**config.mk**
```make
export PLATFORM = sky130hd
export DESIGN_NAME = multi_tick_sink
export DESIGN_NICKNAME = d
export VERILOG_FILES = /design/src/rtl/multi_tick_sink.sv
export SDC_FILE = /design/constraint.sdc
export NUM_CORES = 1
export LEC_CHECK = 0
export ABC_CLOCK_PERIOD_IN_PS = 2200
export BUFFER_PORTS_ARGS = -buffer_cell sky130_fd_sc_hd__buf_2
export CELL_PAD_IN_SITES_DETAIL_PLACEMENT = 0
export CELL_PAD_IN_SITES_GLOBAL_PLACEMENT = 1
export CORE_ASPECT_RATIO = 0.7
export CORE_UTILIZATION = 43
export CTS_BUF_LIST = sky130_fd_sc_hd__clkbuf_8
export CTS_CLUSTER_SIZE = 12
export DETAILED_ROUTE_END_ITERATION = 7
export GPL_TIMING_DRIVEN = 0
export PLACE_DENSITY = 0.8
export SETUP_SLACK_MARGIN = 0.3
export SYNTH_ARGS = -nofsm -noshare
export SYNTH_HDL_FRONTEND = slang
export SYNTH_SLANG_ARGS = --single-unit
```
**constraint.sdc**
```tcl
create_clock -name clock -period 2.2 [get_ports clock]
set_input_delay 0.33 -clock clock [delete_from_list [all_inputs] [get_ports clock]]
set_output_delay 0.33 -clock clock [all_outputs]
set_load 0.005 [all_outputs]
```
**src/rtl/multi_tick_sink.sv**
```systemverilog
// Beat-accumulating sink: collects SAMPLES unsigned 8-bit beats, then holds their
// sum and maximum until the downstream consumer takes the result.
module multi_tick_sink #(
    parameter int SAMPLES = 4
) (
    input  logic        clock,
    input  logic        rst_n,
    input  logic        in_valid,
    input  logic [7:0]  in_data,
    output logic        in_ready,
    input  logic        out_ready,
    output logic        out_valid,
    output logic [11:0] out_sum,
    output logic [7:0]  out_max
);

    // state | meaning
    // ACCUM | accepting beats, accumulating sum/max
    // HOLD  | result presented, waiting for out_ready
    localparam logic [0:0] ACCUM = 1'b0;
    localparam logic [0:0] HOLD  = 1'b1;

    localparam logic [4:0] LAST_CNT = 5'(SAMPLES);

    logic [0:0]  r_state;
    logic [11:0] r_sum;
    logic [7:0]  r_max;
    logic [4:0]  r_cnt;

    logic        w_accept;
    logic        w_consume;
    logic        w_last_beat;
    logic [4:0]  w_cnt_inc;

    assign w_accept    = in_valid && (r_state == ACCUM);
    assign w_consume   = out_ready && (r_state == HOLD);
    assign w_cnt_inc   = r_cnt + 5'd1;
    assign w_last_beat = w_accept && (w_cnt_inc == LAST_CNT);

    assign in_ready  = (r_state == ACCUM);
    assign out_valid = (r_state == HOLD);
    assign out_sum   = r_sum;
    assign out_max   = r_max;

    always_ff @(posedge clock or negedge rst_n) begin
        if (!rst_n) begin
            r_state <= ACCUM;
        end else begin
            case (r_state)
                ACCUM:   if (w_last_beat) r_state <= HOLD;
                HOLD:    if (w_consume)   r_state <= ACCUM;
                default: r_state <= ACCUM;
            endcase
        end
    end

    always_ff @(posedge clock or negedge rst_n) begin
        if (!rst_n) begin
            r_cnt <= 5'd0;
        end else if (w_consume) begin
            r_cnt <= 5'd0;
        end else if (w_accept) begin
            r_cnt <= w_cnt_inc;
        end
    end

    // Sum and max tick independently; each only looks at its own register and the beat.
    always_ff @(posedge clock or negedge rst_n) begin
        if (!rst_n) begin
            r_sum <= 12'd0;
        end else if (w_consume) begin
            r_sum <= 12'd0;
        end else if (w_accept) begin
            r_sum <= r_sum + {4'd0, in_data};
        end
    end

    always_ff @(posedge clock or negedge rst_n) begin
        if (!rst_n) begin
            r_max <= 8'd0;
        end else if (w_consume) begin
            r_max <= 8'd0;
        end else if (w_accept && (in_data > r_max)) begin
            r_max <= in_data;
        end
    end

endmodule

```
# After elaboration in Yosys (flattened, before gate mapping)
# Cells that the tools add are included.
dict set report word_totals {
  register_bits 26
  input_bits 12
}
dict set report op_classes {
  n_eq_ne 1
  addsub 2
  muxes 9
  n_bitwise 1
  n_lt_le_gt_ge 1
  reduce_logical 6
}
# operator n
set ops {}
lappend ops {{12-bit two-way mux} 2}
lappend ops {{8-bit two-way mux} 2}
lappend ops {{12-bit by 8-bit adder with 12-bit output} 1}
lappend ops {{5-bit two-way mux} 2}
lappend ops {{8-bit greater-than comparator} 1}
lappend ops {{5-bit by 1-bit adder with 5-bit output, second input constant} 1}
lappend ops {{5-bit by 3-bit == test with 1-bit output, second input constant} 1}
lappend ops {{1-bit logical AND} 4}
lappend ops {{2-bit nonzero test} 2}
lappend ops {{1-bit two-way mux} 2}
lappend ops {{1-bit case mux with 2 select lines} 1}
lappend ops {{1-bit NOT} 1}

# Logic depth before layout (Yosys ltp)
dict set report depth {
  ltp_word 5
  depth_mapped 7
}

# Worst setup path before layout
# No wires, ideal clock.
dict set report synth_path {
  path_kind {reg-to-reg}
  startpoint {register r_sum[0], in the netlist out_sum[0]}
  endpoint {register r_sum[10], in the netlist out_sum[10]}
  t_required_ns 2.072
  stages_incl_launch_ff 8
  setup_ns 0.128
  setup_slack_ns 0.309
  t_arrival_ns 1.763
  cell_sequence {dfrtp_1 > ha_1 > fa_1 > a211oi_1 > o21ai_1 > o2111ai_1 > xor2_1 > a21oi_1}
}
dict set report synth_between {
  elab_chain_len 3
}
# element line_no
set synth_rtl {}
lappend synth_rtl {{start: declaration} 26} ;# logic [11:0] r_sum;
lappend synth_rtl {{start signal: assignment} 74} ;# r_sum <= r_sum + {4'd0, in_data};
lappend synth_rtl {{12-bit by 8-bit adder with 12-bit output} 74}
lappend synth_rtl {{12-bit two-way mux} 73} ;# end else if (w_accept) begin
lappend synth_rtl {{12-bit two-way mux} 71} ;# end else if (w_consume) begin
# No other way between the ends. The select of a mux whose other input is x is not followed.
# A chain may end at the register's enable or synchronous reset.

# Final worst setup path
# Ends and elaborated chain as after synthesis.

==> metrics.md <==
| Metric | Value |
|---|---|
| Status | `completed` |
| Setup crit end kind | `register` |
| Setup-failing EPs final | `0` |
| Placer Congestion | `0.819` |
| F_max | `536 MHz` |
| # fillers | `332` |
| Synthesized area per cell | `9.66 sq um` |
| Post-DP Area | `1930 sq um` |
| Die Y | `54.6 um` |
| Crit share post-route | `84.9%` |
| Residual DRC count | `0` |
| Vias post-DR | `1402` |
| Unrepaired setup endpoints after global routing | `true` |
| Initial drt markers | `77` |
| Die Width | `77.2 um` |
| Drt first pass iters | `4` |
| Leakage | `1.10 nW` |
| Drt total wl | `3820 um` |
| Cell area after synthesis | `1700 sq um` |
| Flops & latches, synth | `26` |
| Io pins | `34` |
| Area Growth Syn to Fin | `22.3%` |
| Sequential cell area | `651 sq um` |
| Pwr per Cell Area | `1350 nW/um^2` |
| Clk Latency, worst-skew pair | `270 ps` |
| CTS tree | `yes` |
| Worst Slack Setup Final | `333 ps` |
| Clock Root Buffer | `clkbuf_8` |
| Site row count | `18` |
| Crit-path max FO | `3` |
| Post-Layout Inst Area | `2080 sq um` |
| Synthesis Warnings | `0` |
| WP data required | `2360 ps` |
| Overall global routing resource usage | `20.2%` |
| DRT antenna net count | `0` |
| Hold WS | `46.8 ps` |
| Vias in the first global route | `1421` |
| Crit path buf inv count | `0` |
| DR WL/cell | `14.2 um` |
| Setup_tns | `0 ps` |
| Period minus WS final | `1870 ps` |
| Total CTS buffers | `3` |
| Core Area | `3650 sq um` |
| Worst Hold Class | `input pin to asynchronous set/reset pin` |
| Initial antenna violation count | `0` |
| Final core occ | `57.0%` |
| Net Count, Synth | `207` |
| CTS Sinks | `26` |
| Overflow after GRT | `0` |
| Final Hold Fails | `0` |
| Critical Path Max Stage Delay | `420 ps` |
| Post-Synthesis Cells | `176` |
| Starting Density | `46.6%` |
| Critical path type | `register to register` |
| Worst-path cell chain | `ha_4 -> fa_2 -> a211oi_2 -> o21ai_2 -> o2111ai_2 -> xor2_1 -> a21oi_1` |
| Placement Setup Slack | `35.1 ps` |
| Worst-margin pin slew | `589 ps` |
| Clock transition at path regs | `90 ps` |
| Multi-input logic area | `990 sq um` |
| Worst VDD drop | `0.000637 V` |
| # port buffers | `33` |
| Largest net degree at the start of global routing | `27` |
| Die area | `4210 sq um` |
| Crit path max-delay family | `compound AO/OA/AOI/OAI gates` |
| Layout cells sized above 1 | `28.8%` |
| Number of distinct library cells after synthesis | `34` |
| Worst clock skew | `5.06 ps` |
| Register area share after synthesis | `38.3%` |
| CP Data Arrival Time | `2030 ps` |
| CTS max path bufs | `2` |
| Max-Cap Viols | `0` |
| Vias per cell | `5.21` |
| Final nets | `251` |
| Slowest cell on crit path | `dfrtp_1` |
| Worst slew margin | `60.8%` |
| Setup crit start kind | `register` |
| First-pass GRT wire length | `6550 um` |
| Max Transition Viols Final | `0` |
| N_diodes | `0` |
| Post-DP HPWL | `2820 um` |
| Clock H-tree levels | `1` |
==> cells in the final DEF, fill, tap and decap left out, drive strengths merged <==
cell type  instances
buf               42
dfrtp             26
nand2             23
inv               18
ha                18
o21ai             18
a21oi             13
mux2i             10
xor2               7
nand3              5
clkbuf             5
a21o               4
a22o               4
xnor2              3
nand4              3
nor2               3
o211ai             3
a211oi             2
nor2b              1
nand4b             1
o22ai              1
nand2b             1
nor4               1
or2                1
a211o              1
and3               1
o2111ai            1
and2               1
o21bai             1
fa                 1
==> repair_timing <==
| item | CTS | global route |
|---|---|---|
| pin swaps | 6 | 6 |
| hold buffers | 0 | 0 |
| hold endpoints to repair | 0 | 0 |
| gates resized for setup | 6 | 3 |
| setup buffers | 4 | 2 |
| setup endpoints to repair | 3 | 16 |
==> cell type report <==
type / count / share of cell area, %
clock buffer: 4 / 2.65
buffer: 4 / 1.50
tap: 50 / 3.01
multi-input combinational: 128 / 47.6
timing repair buffer: 39 / 10.7
sequential: 26 / 31.3
inverter: 18 / 3.25
==> power breakdown <==
part	internal [mW]	leakage (nW)	switching [mW]
logic	0.773	0.750	0.791
registers	0.707	0.323	0.211
clock network	0.160	0.0288	0.156
total	1.64	1.10	1.16
==> sequential cells by signal, indices dropped and copies added (netlist names) <==
register	count
out_sum	12
r_cnt	5
out_max	8
out_valid	1
==> stage by stage <==
step | power (mW) | cells
after global routing | 3.09 | 269
after detailed placement | 2.33 | 259
after floorplan | 1.88 | 176
after global placement | 2.26 | 259
after CTS | 2.75 | 267
final | 2.80 | 269
==> path summary, 6_finish.rpt <==
| path | from | to | slack (ps) | cells after the start |
|---|---|---|---|---|
| setup / recovery | out_sum[0]$_DFFE_PN0P_ | out_sum[10]$_DFFE_PN0P_ | 330 | 7 |
| hold / removal | rst_n | out_max[5]$_DFFE_PN0P_ | 50 | 1 |
| setup reg to reg | out_sum[0]$_DFFE_PN0P_ | out_sum[10]$_DFFE_PN0P_ | 330 | 7 |
| hold reg to reg | out_sum[11]$_DFFE_PN0P_ | out_sum[11]$_DFFE_PN0P_ | 490 | 1 |
| max in group asynchronous | rst_n | r_cnt[4]$_DFFE_PN0P_ | 1760 | 1 |
| min in group clock | out_ready | out_sum[10]$_DFFE_PN0P_ | 270 | 2 |
==> synth_stat cells <==
cell type  number  area (sq um)
a22o_2          4          40.0
fa_1            1          20.0
buf_2           1          5.00
xor2_1          7          61.3
nand2_1        23          86.3
a21oi_1        11          55.1
nor2_1          3          11.3
o21bai_1        1          7.51
a211oi_1        2          15.0
nand3_1         5          25.0
nand4_1         3          18.8
dfrtp_1        26           651
xnor2_1         3          26.3
nor4_1          1          6.26
buf_6           2          22.5
o211ai_1        3          22.5
a211o_1         1          8.76
clkbuf_1        1          3.75
a21o_1          4          30.0
o21ai_2         1          8.76
o21ai_1         1          5.00
a21oi_4         2          32.5
inv_1          18          67.6
ha_1           18           225
or2_2           1          6.26
nand4b_1        1          8.76
o22ai_1         1          6.26
o2111ai_1       1          8.76
o21ai_0        16          80.1
and2_1          1          6.26
and3_1          1          6.26
nor2b_2         1          8.76
mux2i_1        10           100
nand2b_4        1          13.8
==> worst register-to-register path: cells and delay by family, from the launching register on <==
kind	cells	cell delay, ps
XOR/XNOR	1	190
AO/OA/AOI/OAI	4	610
adder cells (fa/ha/maj)	2	540
flip-flops	1	420
==> per-layer routing <==
layer / up-vias / track usage (%) / wire, um
li1: 705 / - / -
met1: 673 / 24.0 / 1850
met2: 22 / 37.8 / 1810
met3: 2 / 5.67 / 146
met4: 0 / 4.09 / 10
met5: - / 0 / 0
==> cell families (layout without fill, tap and decap cells) <==
| group | after synthesis | in the layout | share of synthesized area (%) |
|---|---|---|---|
| AOI/OAI and AO/OA | 48 | 48 | 18.8 |
| DFF | 26 | 26 | 38.3 |
| muxes | 10 | 10 | 5.89 |
| buffers and inverters | 22 | 65 | 5.81 |
| adders and majority gates | 19 | 19 | 14.4 |
| xor gates and xnor gates | 10 | 10 | 5.15 |
| and+or+nand+nor | 41 | 41 | 11.6 |
No activity file was read; power rests on OpenSTA's default activity.
